--- config.mk ---
export PLATFORM = sky130hd
export DESIGN_NAME = flash_sample_streamer
export DESIGN_NICKNAME = d
export VERILOG_FILES = /design/src/rtl/flash_stream_pkg.sv /design/src/rtl/flash_addr_stepper.sv /design/src/rtl/flash_sample_streamer.sv
export SDC_FILE = /design/constraint.sdc
export NUM_CORES = 1
export LEC_CHECK = 0
export CAP_MARGIN = 20
export CORE_MARGIN = 4
export CORE_UTILIZATION = 40
export CTS_BUF_LIST = sky130_fd_sc_hd__clkbuf_4
export DETAILED_ROUTE_END_ITERATION = 16
export GPL_ROUTABILITY_DRIVEN = 0
export PLACE_DENSITY = 0.72
export SYNTH_ARGS = -nofsm -noshare
export SYNTH_HDL_FRONTEND = slang
export SYNTH_SLANG_ARGS = --single-unit
--- constraint.sdc ---
create_clock -name clk -period 3.2 [get_ports clk]
set_clock_uncertainty 0.1 [all_clocks]
set_input_delay 0.48 -clock clk [delete_from_list [all_inputs] [get_ports clk]]
set_output_delay 0.48 -clock clk [all_outputs]
set_load 0.05 [all_outputs]
--- src/rtl/flash_stream_pkg.sv ---
// rtl/flash_stream_pkg.sv - shared state encoding and debug bus layout for the flash sample streamer
package flash_stream_pkg;
   typedef enum logic [3:0] {
      ST_IDLE      = 4'd0,
      ST_REQ       = 4'd1,
      ST_WAIT_DATA = 4'd2,
      ST_EMIT      = 4'd3,
      ST_ADVANCE   = 4'd4
   } state_t;

   localparam int DBG_STATE_LSB = 12;
   localparam int DBG_LANE_LSB  = 8;
   localparam int DBG_WAIT_BIT  = 1;
   localparam int DBG_RDV_BIT   = 0;
endpackage

--- src/rtl/flash_addr_stepper.sv ---
// rtl/flash_addr_stepper.sv - one-word address step forward or backward with wrap inside the sample region
module flash_addr_stepper #(
   parameter int                ADDR_W  = 23,
   parameter logic [ADDR_W-1:0] START_A = '0,
   parameter logic [ADDR_W-1:0] END_A   = '1
) (
   input  logic [ADDR_W-1:0] addr,
   input  logic              rev,
   output logic [ADDR_W-1:0] next_addr
);
   always_comb begin
      if (rev)
         next_addr = (addr == START_A) ? END_A : addr - ADDR_W'(1);
      else
         next_addr = (addr == END_A) ? START_A : addr + ADDR_W'(1);
   end
endmodule

--- src/rtl/flash_sample_streamer.sv ---
// rtl/flash_sample_streamer.sv - fetches flash words and plays their packed samples forward or reverse on each sample tick
module flash_sample_streamer
   import flash_stream_pkg::*;
#(
   parameter int                DATA_W     = 32,
   parameter int                SAMPLE_W   = 16,
   parameter int                ADDR_W     = 23,
   parameter logic [ADDR_W-1:0] START_ADDR = '0,
   parameter logic [ADDR_W-1:0] END_ADDR   = ADDR_W'('h7FFFF)
) (
   input  logic                clk,
   input  logic                reset,
   input  logic                sample_tick,
   input  logic                pause,
   input  logic                reverse,
   input  logic                restart,
   output logic                flsh_read,
   output logic [ADDR_W-1:0]   flsh_address,
   output logic [DATA_W/8-1:0] flsh_byteenable,
   input  logic                flsh_waitrequest,
   input  logic [DATA_W-1:0]   flsh_readdata,
   input  logic                flsh_readdatavalid,
   output logic                audio_valid,
   output logic [SAMPLE_W-1:0] audio_out,
   output logic                overrun,
   output logic [15:0]         debug
);
   localparam int N      = DATA_W / SAMPLE_W;
   localparam int LANE_W = (N > 1) ? $clog2(N) : 1;
   localparam logic [LANE_W-1:0] LANE_LAST = LANE_W'(N - 1);

   state_t              state;
   logic [DATA_W-1:0]   word_q;
   logic                buf_valid;
   logic [LANE_W-1:0]   lane;
   logic                dir_q;
   logic                restart_pend;
   logic                do_restart;
   logic                last_lane;
   logic [SAMPLE_W-1:0] lane_sample;
   logic [ADDR_W-1:0]   step_in;
   logic [ADDR_W-1:0]   step_out;

   // A restart lands on the region start by stepping once from the opposite end.
   always_comb begin
      do_restart  = restart | restart_pend;
      last_lane   = dir_q ? (lane == '0) : (lane == LANE_LAST);
      lane_sample = word_q[int'(lane)*SAMPLE_W +: SAMPLE_W];
      if (state == ST_ADVANCE)
         step_in = flsh_address;
      else
         step_in = reverse ? START_ADDR : END_ADDR;
   end

   flash_addr_stepper #(
      .ADDR_W  (ADDR_W),
      .START_A (START_ADDR),
      .END_A   (END_ADDR)
   ) u_stepper (
      .addr      (step_in),
      .rev       (reverse),
      .next_addr (step_out)
   );

   always_ff @(posedge clk or posedge reset) begin
      if (reset) begin
         state        <= ST_IDLE;
         flsh_read    <= 1'b0;
         flsh_address <= START_ADDR;
         audio_valid  <= 1'b0;
         audio_out    <= '0;
         overrun      <= 1'b0;
         word_q       <= '0;
         buf_valid    <= 1'b0;
         lane         <= '0;
         dir_q        <= 1'b0;
         restart_pend <= 1'b0;
      end else begin
         audio_valid <= 1'b0;
         if (sample_tick && state != ST_IDLE)
            overrun <= 1'b1;
         if (restart && state != ST_IDLE)
            restart_pend <= 1'b1;
         case (state)
            ST_IDLE: begin
               if (do_restart) begin
                  flsh_address <= step_out;
                  buf_valid    <= 1'b0;
                  lane         <= reverse ? LANE_LAST : '0;
                  dir_q        <= reverse;
                  restart_pend <= 1'b0;
               end
               if (sample_tick && !pause) begin
                  if (buf_valid && !do_restart) begin
                     state <= ST_EMIT;
                  end else begin
                     state     <= ST_REQ;
                     flsh_read <= 1'b1;
                  end
               end
            end
            ST_REQ: begin
               if (!flsh_waitrequest) begin
                  flsh_read <= 1'b0;
                  state     <= ST_WAIT_DATA;
               end
            end
            ST_WAIT_DATA: begin
               if (flsh_readdatavalid) begin
                  word_q    <= flsh_readdata;
                  buf_valid <= 1'b1;
                  state     <= ST_EMIT;
               end
            end
            ST_EMIT: begin
               audio_out   <= lane_sample;
               audio_valid <= 1'b1;
               if (last_lane) begin
                  state <= ST_ADVANCE;
               end else begin
                  lane  <= dir_q ? lane - LANE_W'(1) : lane + LANE_W'(1);
                  state <= ST_IDLE;
               end
            end
            ST_ADVANCE: begin
               buf_valid    <= 1'b0;
               dir_q        <= reverse;
               flsh_address <= step_out;
               lane         <= reverse ? LANE_LAST : '0;
               state        <= ST_IDLE;
            end
            default: state <= ST_IDLE;
         endcase
      end
   end

   assign flsh_byteenable = '1;

   always_comb begin
      debug                           = '0;
      debug[DBG_STATE_LSB +: 4]       = state;
      debug[DBG_LANE_LSB +: 4]        = 4'(lane);
      debug[DBG_WAIT_BIT]             = flsh_waitrequest;
      debug[DBG_RDV_BIT]              = flsh_readdatavalid;
   end
endmodule

==> results.txt, run 1 <==
The flow ran to the end, and the final reports show no timing, DRC or antenna violations. The number of antenna violations at the first check in global routing came out at 0. Dividing total power by cell area gives a power density of just under 1000 nW/um^2. Counting tap cells, the placed design contains a total of just under 800 instances.

The number of antenna repair diodes came out at 0. The remaining antenna violation count came out at 0. The maximum number of pins on one net before global-route repair came out at 46. The worst setup path is launched from a flop. The critical path required time is ~3.5 ns. Among all flip-flop cells after synthesis, the most frequent one is sky130_fd_sc_hd__dfrtp_1.

The clock latency on the worst-skew pair came out at 0.46 ns. The total CTS buffers is 9. The average vias per placed instance came out at 5.90.

The CTS tree is built. Clock tree synthesis found a total of 81 sinks. The number of iterations in the first detailed-routing pass is 5.

The filler cell count in the final layout came out at about 1.2k. Relative to the synthesized area, the layout overhead comes to 23.5%. Synthesis inferred a little over 80 register bits. The share of power burned in registers is 0.331. The analysis attributes to cell leakage a power of between 2 and 2.5 nW.

The count of flip-flops with a built-in enable after synthesis came out at 0. For this run, the number of Yosys warnings is 0. The hold violation count in the final report is 0.

The number of instances in the synthesized netlist came out at 555. The combined area of the multi-input logic cells is 2690 sq um. Setup repair after global routing left no endpoint under its margin. The quantity of hold-fixing buffers added after cts came out at 0. The number of max-slew violations in the final report was 0. The internal power of the cells totals 3.13 mW. The synthesized netlist occupies a cell area of roughly 5000 sq um. For this block, the initial DRC count from the detailed router was ~460. The number of setup buffers added after CTS is 0. The initial utilization of the core area, before any placement, comes to 0.416.

In the final design database the tool counted 671 nets. The clock period could shrink to slightly above 3 ns. Across all layers, the routed design uses about 4.7k vias.

The average footprint of a synthesized cell came out at 9.16 sq um. The count of maximum capacitance violations is 0. The max-slew headroom at the worst pin is 0.442. The die covers between 10000 and 15000 sq um.

The summed negative setup slack over all endpoints came out at 0 ns. The worst setup path is captured at a flop. For the worst setup path, the data arrival time is between 3 and 4 ns. The part of the cycle the worst path needs is 0.945. The sum of net half-perimeters after detailed placement is between 10000 and 15000 microns. The share of power burned in combinational logic is 0.553.

The non-filler instance count after layout is roughly 800. The sequential area share after synthesis came out at 0.399. The die boundary height came out at approximately 120 microns. The number of I/O port buffers is 87.

The post-cts sizing count is 0. The setup-violating endpoint count in the final report came out at 0. The number of global-route vias before repair came to 4595. The number of distinct library cells after synthesis is 75. The overall routing resource usage is 0.208. The register clock-pin slew on the reported worst setup and hold paths is between 0.1 and 0.15 ns. The tightest min-delay check is of the in -> async type.

The area of the core is 12200 sq um. In the final routed layout, each cell accounts on average for about 18 microns. The horizontal die dimension came out at about 120 microns. The switching fraction of total power is 0.488.

At the pin with the least slew margin, the transition time is 0.826 ns. 102 I/O pins were placed. The tree is rooted in a sky130_fd_sc_hd__clkbuf_4. The number of buffers on the longest clock path came out at 2. The worst reg2reg path depth is 9. The net switching power is around 3 mW. Static timing analysis puts the maximum clock frequency at about 0.33 GHz. The storage element area came out at roughly 2000 sq um. The peak supply drop is approximately 0.57 mV.

CTS built an H-tree with a depth of 3. The clock share of power came out at 0.116. The critical path is of the reg -> reg type. The share of cells above drive strength 1 is 0.156. The remaining design rule violation count came out at 0.

The maximum fanout encountered on the critical timing path is 13. The placement row count is 40. The proportion of register bits with asynchronous set or reset after synthesis is 1.00. For this run the aggregate overflow at the end of global routing stands at 0. The total wirelength of the detailed-routed design is around 15000 microns. The global-route wire length before repair is roughly 24000 microns.
-- synth_stat cells (4+ instances only) --
cell type,count,area share
sky130_fd_sc_hd__dfrtp_1,81,0.40
sky130_fd_sc_hd__o21ai_0,47,0.046
sky130_fd_sc_hd__nand2_1,46,0.034
sky130_fd_sc_hd__nor2_1,40,0.030
sky130_fd_sc_hd__mux2_2,32,0.071
sky130_fd_sc_hd__clkbuf_1,29,0.021
sky130_fd_sc_hd__nand3_1,24,0.024
sky130_fd_sc_hd__nor3_1,22,0.022
sky130_fd_sc_hd__buf_4,21,0.031
sky130_fd_sc_hd__a21oi_1,19,0.019
sky130_fd_sc_hd__mux2i_1,17,0.033
sky130_fd_sc_hd__xnor2_1,12,0.021
sky130_fd_sc_hd__buf_2,11,0.011
sky130_fd_sc_hd__inv_1,11,0.0081
sky130_fd_sc_hd__a31oi_1,10,0.012
sky130_fd_sc_hd__nand4_1,9,0.011
sky130_fd_sc_hd__nor4_1,7,0.0086
sky130_fd_sc_hd__or3_1,7,0.0086
sky130_fd_sc_hd__a211oi_1,5,0.0074
sky130_fd_sc_hd__a21o_1,5,0.0074
sky130_fd_sc_hd__o22ai_1,5,0.0062
sky130_fd_sc_hd__xor2_1,5,0.0086
sky130_fd_sc_hd__a211o_1,4,0.0069
sky130_fd_sc_hd__nor3b_1,4,0.0059
sky130_fd_sc_hd__o211ai_1,4,0.0059
-- state kept, by name (all words and copies together), names as in the netlist --
register	cells
state	3
overrun	1
word_q	32
restart_pend	1
lane	1
dir_q	1
audio_valid	1
buf_valid	1
flsh_address	23
flsh_read	1
audio_out	16
-- worst paths after layout --
check,from,end,slack [ns]
setup reg to reg,state[2]$_DFFE_PP0P_,flsh_address[20]$_DFFE_PP0P_,0.18
setup / recovery,state[2]$_DFFE_PP0P_,flsh_address[20]$_DFFE_PP0P_,0.18
hold reg to reg,overrun$_DFFE_PP0P_,overrun$_DFFE_PP0P_,0.39
hold / removal,reset,audio_out[15]$_DFFE_PP0P_,0.29
min in group clk,overrun$_DFFE_PP0P_,overrun$_DFFE_PP0P_,0.39
max in group asynchronous,reset,state[2]$_DFFE_PP0P_,2.03
-- critical path, cell delays in order (launching register included) --
cell and delay (ns):
sky130_fd_sc_hd__dfrtp_2 0.50, sky130_fd_sc_hd__nor3b_4 0.34, sky130_fd_sc_hd__nor2_1 0.11, sky130_fd_sc_hd__a21oi_1 0.25, sky130_fd_sc_hd__ha_1 0.23, sky130_fd_sc_hd__o21ai_0 0.10
sky130_fd_sc_hd__or4b_4 0.66, sky130_fd_sc_hd__and2_1 0.28, sky130_fd_sc_hd__a31oi_1 0.20, sky130_fd_sc_hd__o221ai_1 0.13
-- cell families (layout without fill, tap and decap cells) --
logic type / count (synthesis) / after routing / share of synthesized area
other cells: 2 / 14 / 0.00148
compound gates: 139 / 139 / 0.185
simple gates: 185 / 185 / 0.191
fa+ha+maj: 3 / 3 / 0.00738
buf+inv: 79 / 145 / 0.0827
flops: 81 / 81 / 0.399
mux: 49 / 49 / 0.104
xor+xnor: 17 / 17 / 0.0293
-- final cells by class --
cell class,count,area share
multi-input cells,407,0.429
inverters,12,0.00737
clock inverters,6,0.0143
flip-flops and latches,81,0.323
clock buffers,10,0.0120
well taps,168,0.0335
repair buffers,117,0.181
-- metrics by stage --
stage	hold WS (ns)	instance area [sq um]	power, mW	utilization	setup slack [ns]
2_1_floorplan	0.366	5140	4.35	-	0.0718
3_3_place_gp	0.341	6110	5.33	0.501	0.211
3_5_place_dp	0.367	6110	5.41	0.501	0.119
4_1_cts	0.284	6280	6.15	0.514	0.216
5_1_grt	0.309	6280	6.53	0.514	0.00682
6_report	0.290	6280	6.12	0.514	0.176
-- routing by layer --
metal | GRT usage | wire [microns] | vias up | share of wire
met5 | 0 | 0 | - | 0
met4 | 0.0793 | 430 | 0 | 0.029
met3 | 0.0884 | 1840 | 41 | 0.12
met2 | 0.328 | 6840 | 290 | 0.46
met1 | 0.251 | 5690 | 2251 | 0.38
li1 | - | - | 2142 | -
-- cells in the final DEF (no fill, tap or decap), types with 17 or more instances in the layout --
cell                              count
sky130_fd_sc_hd__buf_4               27
sky130_fd_sc_hd__nor2_1              40
sky130_fd_sc_hd__nand3_1             24
sky130_fd_sc_hd__mux2_2              32
sky130_fd_sc_hd__nor3_1              22
sky130_fd_sc_hd__a21oi_1             19
sky130_fd_sc_hd__clkdlybuf4s50_1     87
sky130_fd_sc_hd__o21ai_0             47
sky130_fd_sc_hd__nand2_1             46
sky130_fd_sc_hd__dfrtp_1             78
sky130_fd_sc_hd__mux2i_1             17
-- power groups by stage --
stage,clock network [mW],registers (mW),logic (mW)
floorplan,0,2.57,1.78
global placement,0,2.01,3.31
detailed placement,0,2.04,3.37
CTS,0.744,2.02,3.39
global route,0.790,2.11,3.63
finish,0.709,2.03,3.38
(Power assumes the default switching activity.)
==> run 2, diff against run 1 <==
--- a/config.mk
+++ b/config.mk
@@ -11,6 +11,7 @@
 export CTS_BUF_LIST = sky130_fd_sc_hd__clkbuf_4
 export DETAILED_ROUTE_END_ITERATION = 16
 export GPL_ROUTABILITY_DRIVEN = 0
+export HOLD_SLACK_MARGIN = 0.02
 export PLACE_DENSITY = 0.72
 export SYNTH_ARGS = -nofsm -noshare
 export SYNTH_HDL_FRONTEND = slang
==> results of run 2 <==
Final layout, timing and power as in run 1 (identical DEF).
==> patch (settings of run 2) <==
Set the package constant `DBG_LANE_LSB` to 12 (it was 8).
--- a/src/rtl/flash_stream_pkg.sv
+++ b/src/rtl/flash_stream_pkg.sv
@@ -10,5 +10,5 @@
 
    localparam int DBG_STATE_LSB = 12;
-   localparam int DBG_LANE_LSB  = 8;
+   localparam int DBG_LANE_LSB  = 12;
    localparam int DBG_WAIT_BIT  = 1;
    localparam int DBG_RDV_BIT   = 0;
Check against the original RTL: not equivalent (Yosys sat finds a counterexample within 4 cycles, from zero or initial values and one cycle with reset high).
==> patch against run 2 <==
- sequential share of layout area grew 0.16 points
- utilization decreased by 1.8 points
- setup slack better by 0.014 ns
- fmax grew 0.47%
- total power down 1.8%
- cell count grew 0.75%
- routed wire length fell by 2.1%
- sequential cell count did not move
- critical path type unchanged
- non-clock buffer count did not move
- cell area shrank 0.68%
- synthesized area is 0.44% higher
- die area up 0.42%
==> patch: results <==
{
  "status": "complete, no violations",
  "async_flop_share_pct": 100.0,
  "clockRootBuffer": "clkbuf_4",
  "synth.area.top_cells": "dfrtp_1 40%, mux2_2 7.1%, o21ai_0 4.6%",
  "drt-pass1-iter-count": 7,
  "grt_pass1_wl_um": 23380,
  "yosysUniqueCellTypes": 75,
  "diodes": 0,
  "drt_iter0_markers": 523,
  "slew_headroom_pct": 42.86,
  "cts_max_level": 3,
  "clk_latency_ns": 0.45,
  "vias": 4714,
  "arrival_ns": 3.25,
  "dp_hpwl_um": 10390,
  "port_buffers": 84,
  "drive_above_1_share_pct": 15.43,
  "cp_max_fo": 11,
  "p_sw_share_pct": 48.41,
  "grt_pass1_vias": 4498,
  "wire_per_inst_um": 17.95,
  "cts_buffers": 9,
  "grt_util_all_layers_pct": 19.88,
  "grt-ovfl-total": 0,
  "seq_area_frac_synth_pct": 39.70,
  "p_leak_nw": 2.481,
  "grt_max_degree": 38,
  "rr_startpoint": "state[0]",
  "post_cts_buffers": 0,
  "postPlaceCellArea_mm2": 0.006082,
  "r2r_slack_ns": 0.19,
  "num-nets-final": 674,
  "ir_worst_vdd_mv": 0.5458,
  "ctsResizeCount": 0,
  "fillers": 1193
}
## patch: how the worst max path moves through the flow
stage / startpoint / to / slack (ns)
6_report: state[0] / flsh_address[20] / 0.19
5_1_grt: state[0] / flsh_address[20] / 0.05
4_1_cts: state[1] / flsh_address[21] / 0.21
3_5_place_dp: reverse / flsh_address[20] / 0.08
3_3_place_gp: reverse / flsh_address[20] / 0.16
2_1_floorplan: state[1] / flsh_address[18] / 0.04
## patch: kinds of logic (layout without fill, tap and decap cells)
| group | Yosys count | count (layout) | share of synthesized area [%] |
|---|---|---|---|
| flops | 81 | 81 | 39.70 |
| compound gates | 139 | 139 | 18.38 |
| fa+ha+maj | 3 | 3 | 0.7352 |
| other cells | 2 | 17 | 0.1471 |
| buf+inv | 82 | 144 | 8.674 |
| simple gates | 185 | 185 | 19.06 |
| mux | 49 | 49 | 10.39 |
| xor+xnor | 17 | 17 | 2.916 |
## patch: layout make-up
cell class | count | area [µm²] | area share, %
multi-input combinational | 410 | 2705 | 43.37
clock buffer | 10 | 75.07 | 1.204
sequential | 81 | 2027 | 32.50
clock inverter | 5 | 80.08 | 1.284
timing repair buffer | 117 | 1089 | 17.45
tap | 172 | 215.2 | 3.450
inverter | 12 | 46.29 | 0.7422
## patch: critical path: cells and delay by family (launching register included)
family                     cells  cell delay, ns
AOI/OAI and AO/OA              4            0.68
adders and majority gates      1            0.24
DFF                            1            0.48
and+or+nand+nor                4            1.42
## patch: per-layer routing
| metal | global-route usage, % | vias up | wire length, µm |
|---|---|---|---|
| li1 | - | 2140 | - |
| met1 | 25.92 | 2210 | 5772 |
| met2 | 30.36 | 318 | 6390 |
| met3 | 6.900 | 46 | 1871 |
| met4 | 7.720 | 0 | 453 |
| met5 | 0 | - | 0 |
## patch: power groups by stage
| stage | Clock [W] | Combinational (W) | Sequential, W |
|---|---|---|---|
| 3_3_place_gp | 0 | 0.00323 | 0.00200 |
| 5_1_grt | 0.000756 | 0.00352 | 0.00209 |
| 3_5_place_dp | 0 | 0.00329 | 0.00203 |
| 6_report | 0.000693 | 0.00329 | 0.00202 |
| 4_1_cts | 0.000710 | 0.00330 | 0.00201 |
| 2_1_floorplan | 0 | 0.00178 | 0.00251 |
## patch: per-stage QoR
stage,worst slack (ns),instances,util (%),hold WS [ns]
2_1_floorplan,0.03994,573,-,0.3664
3_3_place_gp,0.1630,792,48.39,0.3409
3_5_place_dp,0.08455,792,48.39,0.3702
4_1_cts,0.2081,807,49.63,0.3380
5_1_grt,0.04583,807,49.63,0.3943
6_report,0.1904,807,49.63,0.3129
